**config.mk**
```make
export PLATFORM = sky130hd
export DESIGN_NAME = uart_alu_frame_engine
export DESIGN_NICKNAME = d
export VERILOG_FILES = /design/src/rtl/uart_alu_frame_engine.sv
export SDC_FILE = /design/constraint.sdc
export NUM_CORES = 1
export LEC_CHECK = 0
export CAP_MARGIN = 20
export CORE_UTILIZATION = 40
export CTS_CLUSTER_DIAMETER = 150
export DETAILED_ROUTE_END_ITERATION = 6
export SLEW_MARGIN = 20
export SYNTH_ARGS = -nofsm -noshare
export SYNTH_HDL_FRONTEND = slang
export SYNTH_SLANG_ARGS = --single-unit
```
**constraint.sdc**
```tcl
create_clock -name clk -period 6.25 [get_ports clk]
set_clock_uncertainty 0.2 [all_clocks]
set_input_delay 1.25 -clock clk [delete_from_list [all_inputs] [get_ports clk]]
set_output_delay 1.25 -clock clk [all_outputs]
set_load 0.005 [all_outputs]
```
**src/rtl/uart_alu_frame_engine.sv**
```systemverilog
// Frame-based UART ALU: parses {opcode, A, B} byte frames, executes the op,
// queues {status, result} responses and serialises them byte by byte.
module uart_alu_frame_engine #(
    parameter int unsigned DATA_W      = 8,
    parameter int unsigned RESP_DEPTH  = 4,
    parameter int unsigned TIMEOUT_CYC = 1041600
) (
    input  logic       clk,
    input  logic       rst,
    input  logic [7:0] rx_data,
    input  logic       rx_valid,
    output logic [7:0] tx_data,
    output logic       tx_valid,
    input  logic       tx_ready,
    output logic       frame_err,
    output logic       drop,
    output logic       busy
);

    localparam int unsigned NB    = DATA_W / 8;
    localparam int unsigned ENT_W = DATA_W + 8;
    localparam int unsigned AW    = $clog2(RESP_DEPTH);
    localparam int unsigned CW    = $clog2(RESP_DEPTH + 1);
    localparam int unsigned BCW   = (NB > 1) ? $clog2(NB) : 1;
    localparam int unsigned IW    = $clog2(NB + 1);
    localparam int unsigned TW    = $clog2(TIMEOUT_CYC + 1);

    typedef enum logic [1:0] {P_OP, P_A, P_B, P_EXEC} p_state_t;
    typedef enum logic {T_IDLE, T_SEND} t_state_t;

    p_state_t            r_p_state;
    t_state_t            r_t_state;
    logic [7:0]          r_opcode;
    logic [DATA_W-1:0]   r_a;
    logic [DATA_W-1:0]   r_b;
    logic [BCW-1:0]      r_byte_cnt;
    logic [TW-1:0]       r_tmo_cnt;
    logic                r_frame_err;
    logic                r_drop;
    logic                r_busy;

    logic [ENT_W-1:0]    r_mem [RESP_DEPTH];
    logic [AW-1:0]       r_wr_ptr;
    logic [AW-1:0]       r_rd_ptr;
    logic [CW-1:0]       r_count;

    logic [7:0]          r_tx_data;
    logic                r_tx_valid;
    logic [DATA_W-1:0]   r_tx_buf;
    logic [IW-1:0]       r_tx_idx;

    logic [DATA_W:0]     w_sum;
    logic [DATA_W-1:0]   w_rot;
    logic                w_oob;
    logic [DATA_W-1:0]   w_result;
    logic                w_carry;
    logic                w_bad;
    logic [7:0]          w_status;
    logic [ENT_W-1:0]    w_entry;
    logic                w_full;
    logic                w_push;
    logic                w_pop;
    logic                w_hs;
    logic                w_last;
    logic                w_more;
    logic [ENT_W-1:0]    w_head;
    logic [ENT_W-1:0]    w_next;
    logic [DATA_W-1:0]   w_a_shift;
    logic [DATA_W-1:0]   w_b_shift;

    // Operand bytes arrive LSB-first, so each new byte enters at the top.
    assign w_a_shift = (r_a >> 8) | (DATA_W'(rx_data) << (DATA_W - 8));
    assign w_b_shift = (r_b >> 8) | (DATA_W'(rx_data) << (DATA_W - 8));

    assign w_sum = {1'b0, r_a} + {1'b0, r_b};
    assign w_rot = r_b % DATA_W'(DATA_W);
    assign w_oob = (r_b >= DATA_W'(DATA_W));

    always_comb begin
        w_result = '0;
        w_carry  = 1'b0;
        w_bad    = 1'b0;
        if (r_opcode[7:4] != 4'h0) begin
            w_bad = 1'b1;
        end else begin
            case (r_opcode[3:0])
                4'h0: begin
                    w_result = w_sum[DATA_W-1:0];
                    w_carry  = w_sum[DATA_W];
                end
                4'h1: begin
                    w_result = r_a - r_b;
                    w_carry  = (r_a < r_b);
                end
                4'h2: w_result = r_a & r_b;
                4'h3: w_result = r_a | r_b;
                4'h4: w_result = r_a ^ r_b;
                4'h5: w_result = w_oob ? '0 : (r_a << r_b);
                4'h6: w_result = w_oob ? '0 : (r_a >> r_b);
                4'h7: w_result = (r_a << w_rot) | (r_a >> (DATA_W'(DATA_W) - w_rot));
                4'h8: w_result = (r_a >> w_rot) | (r_a << (DATA_W'(DATA_W) - w_rot));
                4'h9: w_result = (r_a < r_b) ? r_a : r_b;
                4'hA: w_result = (r_a > r_b) ? r_a : r_b;
                default: w_bad = 1'b1;
            endcase
        end
    end

    // A rejected opcode reports only the bad-opcode flag.
    assign w_status = {5'b0, w_bad, ~w_bad & (w_result == '0), w_carry};
    assign w_entry  = {w_status, w_result};

    // The entry being serialised keeps its slot until its last byte is taken.
    assign w_full = (r_count == CW'(RESP_DEPTH));
    assign w_push = (r_p_state == P_EXEC) && !w_full;
    assign w_hs   = r_tx_valid && tx_ready;
    assign w_last = (r_tx_idx == IW'(NB));
    assign w_pop  = (r_t_state == T_SEND) && w_hs && w_last;
    assign w_more = (r_count > CW'(1)) || w_push;
    assign w_head = r_mem[r_rd_ptr];
    assign w_next = (r_count > CW'(1)) ? r_mem[r_rd_ptr + AW'(1)] : w_entry;

    always_ff @(posedge clk or negedge rst) begin
        if (!rst) begin
            r_p_state   <= P_OP;
            r_opcode    <= '0;
            r_a         <= '0;
            r_b         <= '0;
            r_byte_cnt  <= '0;
            r_tmo_cnt   <= '0;
            r_frame_err <= 1'b0;
            r_drop      <= 1'b0;
        end else begin
            r_frame_err <= 1'b0;
            r_drop      <= 1'b0;
            case (r_p_state)
                P_OP: begin
                    r_tmo_cnt <= '0;
                    if (rx_valid) begin
                        r_opcode   <= rx_data;
                        r_byte_cnt <= '0;
                        r_p_state  <= P_A;
                    end
                end
                P_A, P_B: begin
                    if (rx_valid) begin
                        r_tmo_cnt <= '0;
                        if (r_p_state == P_A) r_a <= w_a_shift;
                        else                  r_b <= w_b_shift;
                        if (r_byte_cnt == BCW'(NB - 1)) begin
                            r_byte_cnt <= '0;
                            r_p_state  <= (r_p_state == P_A) ? P_B : P_EXEC;
                        end else begin
                            r_byte_cnt <= r_byte_cnt + BCW'(1);
                        end
                    end else if (r_tmo_cnt == TW'(TIMEOUT_CYC - 1)) begin
                        r_tmo_cnt   <= '0;
                        r_byte_cnt  <= '0;
                        r_a         <= '0;
                        r_b         <= '0;
                        r_frame_err <= 1'b1;
                        r_p_state   <= P_OP;
                    end else begin
                        r_tmo_cnt <= r_tmo_cnt + TW'(1);
                    end
                end
                P_EXEC: begin
                    r_drop     <= w_full;
                    r_tmo_cnt  <= '0;
                    r_byte_cnt <= '0;
                    if (rx_valid) begin
                        r_opcode  <= rx_data;
                        r_p_state <= P_A;
                    end else begin
                        r_p_state <= P_OP;
                    end
                end
                default: r_p_state <= P_OP;
            endcase
        end
    end

    always_ff @(posedge clk) begin
        if (w_push) r_mem[r_wr_ptr] <= w_entry;
    end

    always_ff @(posedge clk or negedge rst) begin
        if (!rst) begin
            r_wr_ptr <= '0;
            r_rd_ptr <= '0;
            r_count  <= '0;
        end else begin
            if (w_push) r_wr_ptr <= r_wr_ptr + AW'(1);
            if (w_pop)  r_rd_ptr <= r_rd_ptr + AW'(1);
            r_count <= r_count + CW'(w_push) - CW'(w_pop);
        end
    end

    // Serialiser: status byte first, then result bytes LSB-first.
    always_ff @(posedge clk or negedge rst) begin
        if (!rst) begin
            r_t_state  <= T_IDLE;
            r_tx_data  <= '0;
            r_tx_valid <= 1'b0;
            r_tx_buf   <= '0;
            r_tx_idx   <= '0;
        end else if (r_t_state == T_IDLE) begin
            if (r_count != '0) begin
                r_tx_data  <= w_head[ENT_W-1 -: 8];
                r_tx_buf   <= w_head[DATA_W-1:0];
                r_tx_idx   <= '0;
                r_tx_valid <= 1'b1;
                r_t_state  <= T_SEND;
            end
        end else if (w_hs) begin
            if (!w_last) begin
                r_tx_data <= r_tx_buf[7:0];
                r_tx_buf  <= r_tx_buf >> 8;
                r_tx_idx  <= r_tx_idx + IW'(1);
            end else if (w_more) begin
                r_tx_data <= w_next[ENT_W-1 -: 8];
                r_tx_buf  <= w_next[DATA_W-1:0];
                r_tx_idx  <= '0;
            end else begin
                r_tx_valid <= 1'b0;
                r_t_state  <= T_IDLE;
            end
        end
    end

    always_ff @(posedge clk or negedge rst) begin
        if (!rst) r_busy <= 1'b0;
        else      r_busy <= (r_p_state != P_OP) || (r_count != '0) || (r_t_state != T_IDLE);
    end

    assign tx_data   = r_tx_data;
    assign tx_valid  = r_tx_valid;
    assign frame_err = r_frame_err;
    assign drop      = r_drop;
    assign busy      = r_busy;

endmodule
```
After elaboration in Yosys (flattened, before gate mapping)
Memory sizes are Yosys's and may differ from the RTL's.
Cells that the tools add are included.
W data, S select, Z words.
{"block": "word_totals", "memories": 1, "ram_bits": 44, "regBits": 76, "wordCells": 158, "output_inout_bits": 12, "input_bits": 12}
{"memory": "r_mem", "words": 4, "word_bits": 11, "read_ports": 2, "rd_ports_with_merged_regs": 0, "write_ports": 1, "line_no": "42", "rtl": "logic [ENT_W-1:0] r_mem [RESP_DEPTH];"}
{"block": "op_classes", "shifts": 6, "n_reduce_logical": 27, "magnitude_cmp": 4, "bitwise": 7, "mux": 62, "n_eq_ne": 24, "n_addsub": 10}
{"operator": "$mux W8", "n": 20}
{"operator": "$pmux W8 S11", "n": 1}
{"operator": "$mux W20", "n": 2}
{"operator": "$pmux W20 S2", "n": 1}
{"operator": "$mux W1", "n": 30}
{"operator": "$or A8 B8 Y8", "n": 3}
{"operator": "$add A20 B1 Y20 const B", "n": 1}
{"operator": "$eq A20 B20 Y1 const B", "n": 1}
{"operator": "$eq A4 B3 Y1 const B", "n": 4}
{"operator": "$mux W16", "n": 1}
{"operator": "$shl A8 B8 Y8", "n": 2}
{"operator": "$shr A8 B8 Y8", "n": 2}
{"operator": "$eq A4 B4 Y1 const B", "n": 3}
{"operator": "$reduce_and A3 Y1", "n": 4}
{"operator": "$reduce_or A11 Y1", "n": 1}
{"operator": "$add A8 B8 Y9", "n": 1}
{"operator": "$and A8 B8 Y8", "n": 1}
{"operator": "$eq A4 B2 Y1 const B", "n": 2}
{"operator": "$ge A8 B4 Y1 const B", "n": 1}
{"operator": "$gt A8 B8 Y1", "n": 1}
{"operator": "$logic_not A8 Y1", "n": 1}
{"operator": "$lt A8 B8 Y1", "n": 1}
{"operator": "$mux W2", "n": 4}
{"operator": "$shl A8 B3 Y8", "n": 1}
{"operator": "other kinds (33)", "n": 51}

Depth between registers and ports, before layout
Gate-level depths: netlist of run 1.
{"block": "logic_depth", "depth_word": 12, "depth_mapped": 14, "mapped_depth_nobuf": 12}

Worst setup path after synthesis of run 1
No wires, ideal clock.
{"block": "synth_path", "kind": "register to register", "startpoint": "register r_b[2]", "endpoint": "register r_tx_buf[2]", "arrival_ns": 3.318, "setup_time_ns": 0.127, "n_path_buf": 3, "path_slack_ns": 2.605, "required_time_ns": 5.923, "stages_incl_launch_ff": 15, "synth_period_minus_slack_ns": 3.645, "cell_sequence": "dfrtp_1 > buf_2 > clkbuf_1 > inv_1 > ha_1 > buf_2 > xor2_1 > mux4_2 > a32o_1 > a211o_1 > a211o_1 > a21oi_1 > o31ai_1 > a221oi_1 > nor2_1"}
{"block": "synth_via", "elab_chain_len": 10, "elab_cells_between_ends": 28, "cone_classes": "3 x add/sub; 3 x order compare; 6 x shift; 11 x mux; 5 x bitwise"}
{"item": "start, declared", "line_no": "35", "rtl": "logic [DATA_W-1:0] r_b;"}
{"item": "start signal, assigned", "line_no": "149", "rtl": "else r_b <= w_b_shift;"}
{"item": "$sub A4 B3 Y5", "line_no": "100, 101"}
{"item": "$shl A8 B8 Y8 / $shr A8 B8 Y8 (equally long branches)", "line_no": "101, 100"}
{"item": "$or A8 B8 Y8 (on tied branches)", "line_no": "101, 100"}
{"item": "$pmux W8 S11 *", "line_no": "86", "rtl": "case (r_opcode[3:0])"}
{"item": "$mux W8 *", "line_no": "83", "rtl": "if (r_opcode[7:4] != 4'h0) begin"}
{"item": "$mux W16 *", "line_no": "121", "rtl": "assign w_next = (r_count > CW'(1)) ? r_mem[r_rd_ptr + AW'(1)] : w_entry;"}
{"item": "$mux W8 *", "line_no": "220", "rtl": "end else if (w_more) begin"}
{"item": "$mux W8 *", "line_no": "216", "rtl": "if (!w_last) begin"}
{"item": "$mux W8 *", "line_no": "215", "rtl": "end else if (w_hs) begin"}
{"item": "$mux W8 *", "line_no": "207", "rtl": "end else if (r_t_state == T_IDLE) begin"}
{"item": "end signal, assigned", "line_no": "210", "rtl": "r_tx_buf <= w_head[DATA_W-1:0];"}
{"item": "end signal, assigned", "line_no": "218", "rtl": "r_tx_buf <= r_tx_buf >> 8;"}
{"item": "end signal, assigned", "line_no": "222", "rtl": "r_tx_buf <= w_next[DATA_W-1:0];"}
{"item": "end, declared", "line_no": "49", "rtl": "logic [DATA_W-1:0] r_tx_buf;"}
Every way passes the cells marked *; elsewhere a longest branch is shown, timed or not. The select of a mux whose other input is x is not followed.
A chain may end at the register's enable or synchronous reset.

Worst setup path in the final report of run 1
{"block": "layout_path", "startpoint": "register r_b[1]", "endpoint": "register r_tx_data[1] (netlist: tx_data[1])"}
{"block": "layout_via", "elab_chain_len": 12, "elab_cells_between_ends": 30, "cone_classes": "3 x add/sub; 3 x order compare; 6 x shift; 11 x mux; 6 x bitwise; 1 x reduce/logical"}
{"item": "$sub A4 B3 Y5", "line_no": "100, 101"}
{"item": "$shl A8 B8 Y8 / $shr A8 B8 Y8 (equally long branches)", "line_no": "101, 100"}
{"item": "$or A8 B8 Y8 (on tied branches)", "line_no": "101, 100"}
{"item": "$pmux W8 S11 *", "line_no": "86"}
{"item": "$mux W8 *", "line_no": "83"}
{"item": "$logic_not A8 Y1 *", "line_no": "110", "rtl": "assign w_status = {5'b0, w_bad, ~w_bad & (w_result == '0), w_carry};"}
{"item": "$and A1 B1 Y1 *", "line_no": "110"}
{"item": "via w_entry[9]", "line_no": "59", "rtl": "logic [ENT_W-1:0] w_entry;"}
{"item": "$mux W16 *", "line_no": "121"}
{"item": "$mux W8 *", "line_no": "220"}
{"item": "$mux W8 *", "line_no": "216"}
{"item": "$mux W8 *", "line_no": "215"}
{"item": "$mux W8 *", "line_no": "207"}
{"item": "end signal, assigned", "line_no": "209", "rtl": "r_tx_data <= w_head[ENT_W-1 -: 8];"}
{"item": "end signal, assigned", "line_no": "217", "rtl": "r_tx_data <= r_tx_buf[7:0];"}
{"item": "end signal, assigned", "line_no": "221", "rtl": "r_tx_data <= w_next[ENT_W-1 -: 8];"}
{"item": "end, declared", "line_no": "47", "rtl": "logic [7:0] r_tx_data;"}
Mark *: on every way through the listed nets, which the timed path passes. The rest lies on a longest branch. The select of a mux whose other input is x is not followed.

==> results of run 1 <==
[per-layer routing]
layer | global-route usage [%] | vias up
li1 | - | 3013
met1 | 31.0 | 3130
met2 | 32.4 | 254
met3 | 4.60 | 26
met4 | 6.94 | 0
met5 | 0 | -
[critical path: stages, from the launching register on]
cell and delay (ps):
dfrtp_1 320, buf_4 280, clkinv_1 340, ha_1 920, mux2i_1 330, o32ai_1 120
a2111oi_0 500, o2111a_1 260, o221a_2 230, nand3_1 110, nor3_2 300, a21o_1 150
[Yosys cell counts (6+ instances only)]
library cell and instances:
nor3_1 9, and2_1 9, inv_1 41, nor2_1 73
o22ai_1 6, a21oi_1 36, xnor2_1 13, edfxtp_1 44
o21ai_0 36, o32ai_1 7, dfrtp_1 75, nand2_1 90
mux2_2 16, or3_1 10, nand3_1 27, nor4_1 8
a31oi_1 12, clkbuf_1 34, buf_2 10, a221oi_1 6
nor2b_1 14, xor2_1 14, o21ai_1 7, nand2b_1 16
and3_1 11, ha_1 38, a22oi_1 6, mux4_2 29
mux2i_1 19
[placed cells by master (no fill, tap or decap), types with 5 or more instances in the layout]
cell type / netlist / layout
nand3_1: 27 / 27
nand2_1: 90 / 90
a221oi_1: 6 / 6
a211o_1: 5 / 5
clkbuf_16: 0 / 18
o21ai_0: 36 / 36
or3_1: 10 / 10
and2_1: 9 / 9
o32ai_1: 7 / 7
o22ai_1: 6 / 6
nor2b_1: 14 / 14
nor3_1: 9 / 9
a21oi_1: 36 / 36
clkdlybuf4s50_1: 0 / 22
buf_4: 1 / 11
nor4_1: 8 / 8
xnor2_1: 13 / 13
nor2_1: 73 / 73
nand2b_1: 16 / 16
edfxtp_1: 44 / 44
ha_1: 38 / 38
and3_1: 11 / 11
mux2_2: 16 / 16
dfrtp_1: 75 / 75
xor2_1: 14 / 14
mux2i_1: 19 / 19
nand4_1: 5 / 5
a22oi_1: 6 / 6
a31oi_1: 12 / 12
o21ai_1: 7 / 6
mux4_2: 29 / 29
inv_1: 41 / 41
[worst paths after layout]
path                                           end  cells after the start  slack (ps)
min reg2reg                 tx_data[4]$_DFFE_PN0P_                      2         260
max in group asynchronous  r_opcode[3]$_DFFE_PN0P_                      2        4730
max reg2reg                 tx_data[1]$_DFFE_PN0P_                     11        2090
max                         tx_data[1]$_DFFE_PN0P_                     11        2090
min in group asynchronous   tx_data[2]$_DFFE_PN0P_                      1         530
min                         tx_data[4]$_DFFE_PN0P_                      2         260
[sequential cells by signal, summed over array words and instances, names as in the netlist, 2 cells and up]
| register | cells |
|---|---|
| r_mem | 44 |
| r_p_state | 2 |
| r_tmo_cnt | 20 |
| r_tx_buf | 8 |
| tx_data | 8 |
| r_wr_ptr | 2 |
| r_opcode | 8 |
| r_a | 8 |
| r_count | 3 |
| r_b | 8 |
| r_rd_ptr | 2 |
[power by group]
part	leakage, nW	internal [mW]	total (mW)	switching, mW
registers	1.36	1.03	1.34	0.306
logic	1.92	1.20	2.93	1.73
clock network	0.288	0.580	0.936	0.357
total	3.57	2.82	5.21	2.39
[final cells by class]
| cell class | instances | area (sq um) |
|---|---|---|
| fillers | 1856 | 10500 |
| multi-input cells | 607 | 4510 |
| flip-flops and latches | 119 | 3200 |
| clock buffers | 21 | 472 |
| well taps | 265 | 332 |
| repair buffers | 34 | 330 |
| inverters | 42 | 158 |
| clock inverters | 11 | 92.6 |
[metrics by stage]
stage	hold slack, ps	cells	setup WS [ps]	power, mW
after global routing	290	1099	1840	5.57
after global placement	253	1066	2080	4.25
after floorplan	255	815	2610	3.46
after detailed placement	256	1066	2200	4.24
after CTS	268	1098	2150	5.19
final	260	1099	2090	5.21
[cells by family after synthesis]
logic type | count (synthesis) | share of synthesized area [%]
buffers and inverters | 89 | 4.35
AOI/OAI and AO/OA | 181 | 15.7
muxes | 67 | 13.2
DFF | 119 | 39.7
adders and majority gates | 41 | 6.65
xor gates and xnor gates | 29 | 3.34
and+or+nand+nor | 289 | 17.2
==> flow_metrics.tcl, run 1 <==
set metrics [dict create \
    path_max_fanout 26 \
    worst_pin_slew_ps 1000 \
    drcViolationCount 0 \
    end_kind "register" \
    wl_met3_um 1500 \
    cts.repair.resized 0 \
    final_area_sq_um 9090 \
    hpwl_um 14900 \
    maxUsedRoutingLayer "met4" \
    cp-start-kind "register" \
    rows 51 \
    required_ps 6410 \
    cts_hold_buffers 0 \
    overflow 0 \
    grt_pass1_wl_um 33700 \
    min_from "tx_data[4]$_DFFE_PN0P_" \
    wl_per_cell_um 19.3 \
    initial_utilization_pct 41.1 \
    antenna_cells 0 \
    detail_route.vias_per_cell 5.84 \
    timing.rr.start "r_b[1]$_DFFE_PN0P_" \
    cts.htree.levels 4 \
    rsz0062_at_grt "false" \
    yosys.area.top_type "dfrtp_1" \
    peakVddDrop_v 0.000282 \
    synth_edf_count 44 \
    setup_tns_ps 0 \
    path_clk_slew_ps 60 \
    ys.flop_type "dfrtp_1" \
    slew_headroom_pct 32.6 \
    m1WireLength_um 9890 \
    synth_top_area_share_pct 23.3 \
    cts_buffer_depth 2 \
    drt_pass1_iterations 5 \
    syn_inst 815 \
    antenna_found_initial 0 \
    clkLatencyLatePin_ps 420 \
    syn2layout_area_growth_pct 12.9 \
    grt_pass1_vias 6004 \
    power.leakage_nw 3.57 \
    run_status "finished, final reports clean" \
    hp-class "reg2reg" \
    async_flop_share_pct 63.0 \
    critPathLaunch "r_b[1]$_DFFE_PN0P_" \
    synth-seq-cells 119 \
    finalSetupViolCount 0 \
    cts_made_buffers 17 \
    finalCritPeriodShare_pct 66.5 \
    syn-cell-area_sq_um 8060 \
    vias 6423 \
    arrival_ps 4310 \
    cts_tree "done" \
    synth_nets 868 \
    ys_seq_area_share_pct 39.7 \
    die_x_um 144 \
    syn_area_per_cell_sq_um 9.89 \
    die_y_um 144 \
    fmax_mhz 240 \
    layout.nets 874 \
    netlist-cell-type-count 81 \
    globalplace.congestion 0.934 \
    portBuffers 23 \
    wl_um 21200 \
    drt_iter0_drc 656 \
    min_period_ps 4160 \
    placed_area_sq_um 8500 \
    power_density_nw_per_um2 572 \
    wl_met2_um 9520 \
    postCtsSetupBuffers 0 \
    crit_type "reg2reg" \
    io_pins 24 \
    grt_max_degree 76 \
    grt_usage_pct 21.7 \
    drive_gt1_share_pct 12.2 \
    cts_sinks 119 \
    die_area_sq_um 20700 \
    postRouteAntennaNets 0 \
    slew_violations 0 \
    core_area_sq_um 19600 \
    hold_violations 0 \
    yosysWarningCount 0 \
    max-cap-violations 0 \
    cts_root_buf "clkbuf_16" \
    synth_area_leaders "dfrtp_1 (23%), edfxtp_1 (16%), mux4_2 (8.1%), ha_1 (5.9%), nand2_1 (4.2%)" \
    fin_util_pct 46.4 \
]
No activity file was read; power rests on OpenSTA's default activity.
==> run 2, diff against run 1 <==
- clock period: 6.25 -> 4.2 ns (I/O delays scaled with it)
==> flow_metrics.tcl, run 2 (synthesis results as in run 1) <==
set metrics [dict create \
    path_max_fanout 14 \
    required_ps 4360 \
    rows 51 \
    cts_made_buffers 17 \
    hp-class "in2async" \
    wl_met3_um 1430 \
    finalNonFillerCells 1115 \
    initial_utilization_pct 41.1 \
    wl_um 22000 \
    placed_cells 1083 \
    fin_util_pct 47.0 \
    cp-start-kind "register" \
    run_status "finished, final reports clean" \
    regMostFlops "r_mem" \
    largest_register_ff_count 44 \
    hold_violations 0 \
    final_area_sq_um 9210 \
    drive_gt1_share_pct 14.0 \
    cts_buffer_depth 2 \
    combPwrFrac_pct 58.4 \
    slew_violations 0 \
    cts.repair.resized 0 \
    clkPwrFrac_pct 18.0 \
    antenna_cells 0 \
    layout.nets 890 \
    reg2reg_slack_ps 230 \
    power_density_nw_per_um2 864 \
    grt_usage_pct 22.5 \
    wl_met2_um 9860 \
    wl_per_cell_um 19.7 \
    syn2layout_area_growth_pct 14.3 \
    setup_tns_ps 0 \
    multi_input_area_sq_um 4510 \
    placed_area_sq_um 8630 \
    core_area_sq_um 19600 \
    hpwl_um 15400 \
    drt_pass1_iterations 5 \
    maxUsedRoutingLayer "met4" \
    top_regs "r_mem: 44 flops, r_tmo_cnt: 20 flops" \
    portBuffers 23 \
    min_period_ps 3970 \
    globalplace.congestion 0.979 \
    io_pins 24 \
    final_common_cell "nand2_1" \
    cts_sinks 119 \
    detail_route.vias_per_cell 5.87 \
    cts_hold_buffers 0 \
    switchingPower_mw 3.68 \
    seqPwrFrac_pct 23.6 \
    die_area_sq_um 20700 \
    fmax_mhz 252 \
    overflow 0 \
    final_cell_mix "nand2_1 (90), dfrtp_1 (75), nor2_1 (73)" \
    grt_max_degree 76 \
    m1WireLength_um 10300 \
    cts_tree "done" \
    drt_iter0_drc 653 \
    path_clk_slew_ps 70 \
    critPathTopFamily "compound AO/OA/AOI/OAI gates" \
    crit_chain "inv_1, ha_1, or4_1, a31oi_1, o31a_1, o21bai_1, a211o_1, a21oi_1, nand3_1, nor3_2, a21o_1" \
    cpMaxStageDelayCell "or4_1" \
    slew_headroom_pct 43.2 \
    finalCritPeriodShare_pct 94.4 \
    num-fill-cells 1815 \
    die_x_um 144 \
    power.leakage_nw 3.65 \
    critPathMaxStageDelay_ps 550 \
    peakVddDrop_v 0.000331 \
    ff_latch_area_sq_um 3200 \
    internal_power_mw 4.28 \
    max-cap-violations 0 \
    antenna_found_initial 0 \
    crit_cells 11 \
    worst_pin_slew_ps 846 \
    cts.htree.levels 4 \
    crit_buf_inv 1 \
    end_kind "register" \
    rr_worst_depth 11 \
    arrival_ps 4120 \
    rsz0062_at_grt "false" \
    postCtsSetupBuffers 0 \
    crit_type "reg2reg" \
    grt_pass1_vias 6207 \
    drcViolationCount 0 \
    finalSetupViolCount 0 \
    grt_pass1_wl_um 35000 \
    die_y_um 144 \
    clkLatencyLatePin_ps 420 \
    sw_frac_of_total_pct 46.3 \
    postRouteAntennaNets 0 \
    vias 6547 \
    cts_root_buf "clkbuf_16" \
]
-- run 2: cell count changes in the layout (fill, tap and decap cells not counted), sizes merged --
cell and change:
inv +3, buf +16, bufinv -1, clkbuf -1, clkinv -1
-- run 2: final timing paths --
check	from	end
setup reg to reg	r_b[5]$_DFFE_PN0P_	tx_data[1]$_DFFE_PN0P_
hold reg to reg	tx_data[5]$_DFFE_PN0P_	tx_data[5]$_DFFE_PN0P_
hold / removal	rst	r_a[0]$_DFFE_PN0P_
min in group clk	tx_data[5]$_DFFE_PN0P_	tx_data[5]$_DFFE_PN0P_
setup / recovery	r_b[5]$_DFFE_PN0P_	tx_data[1]$_DFFE_PN0P_
max in group asynchronous	rst	r_tx_buf[3]$_DFFE_PN0P_
-- run 2: layout make-up --
cell class | instances | area share, %
sequential | 119 | 34.7
multi-input combinational | 607 | 49.0
timing repair buffer | 50 | 4.71
clock buffer | 20 | 5.19
inverter | 42 | 1.71
tap | 265 | 3.60
clock inverter | 12 | 1.11
-- run 2: worst register-to-register path, delay by kind of cell (launching register included) --
family | cells | cell delay (ps)
AO/OA/AOI/OAI | 6 | 1490
AND/OR/NAND/NOR | 3 | 1040
flip-flops | 1 | 480
adder cells (fa/ha/maj) | 1 | 520
buffers and inverters | 1 | 160
-- run 2: power by group through the flow --
| stage | logic, mW | registers (mW) | clock network [mW] |
|---|---|---|---|
| final | 4.65 | 1.87 | 1.43 |
| after global routing | 5.08 | 1.92 | 1.50 |
| after CTS | 4.58 | 1.87 | 1.45 |
| after detailed placement | 4.55 | 1.89 | 0 |
| after global placement | 4.56 | 1.88 | 0 |
| after floorplan | 3.39 | 1.76 | 0 |
-- run 2: metrics by stage --
stage | setup slack [ps] | total power, mW | hold WS [ps]
floorplan | 555 | 5.16 | 255
global placement | 420 | 6.44 | 253
detailed placement | 376 | 6.44 | 259
CTS | 349 | 7.90 | 273
global route | 69.1 | 8.50 | 297
finish | 234 | 7.96 | 221
-- run 2: metal layers --
layer / vias up / GRT usage (%)
li1: 3049 / -
met1: 3186 / 32.2
met2: 272 / 33.3
met3: 40 / 5.13
met4: 0 / 7.50
met5: - / 0
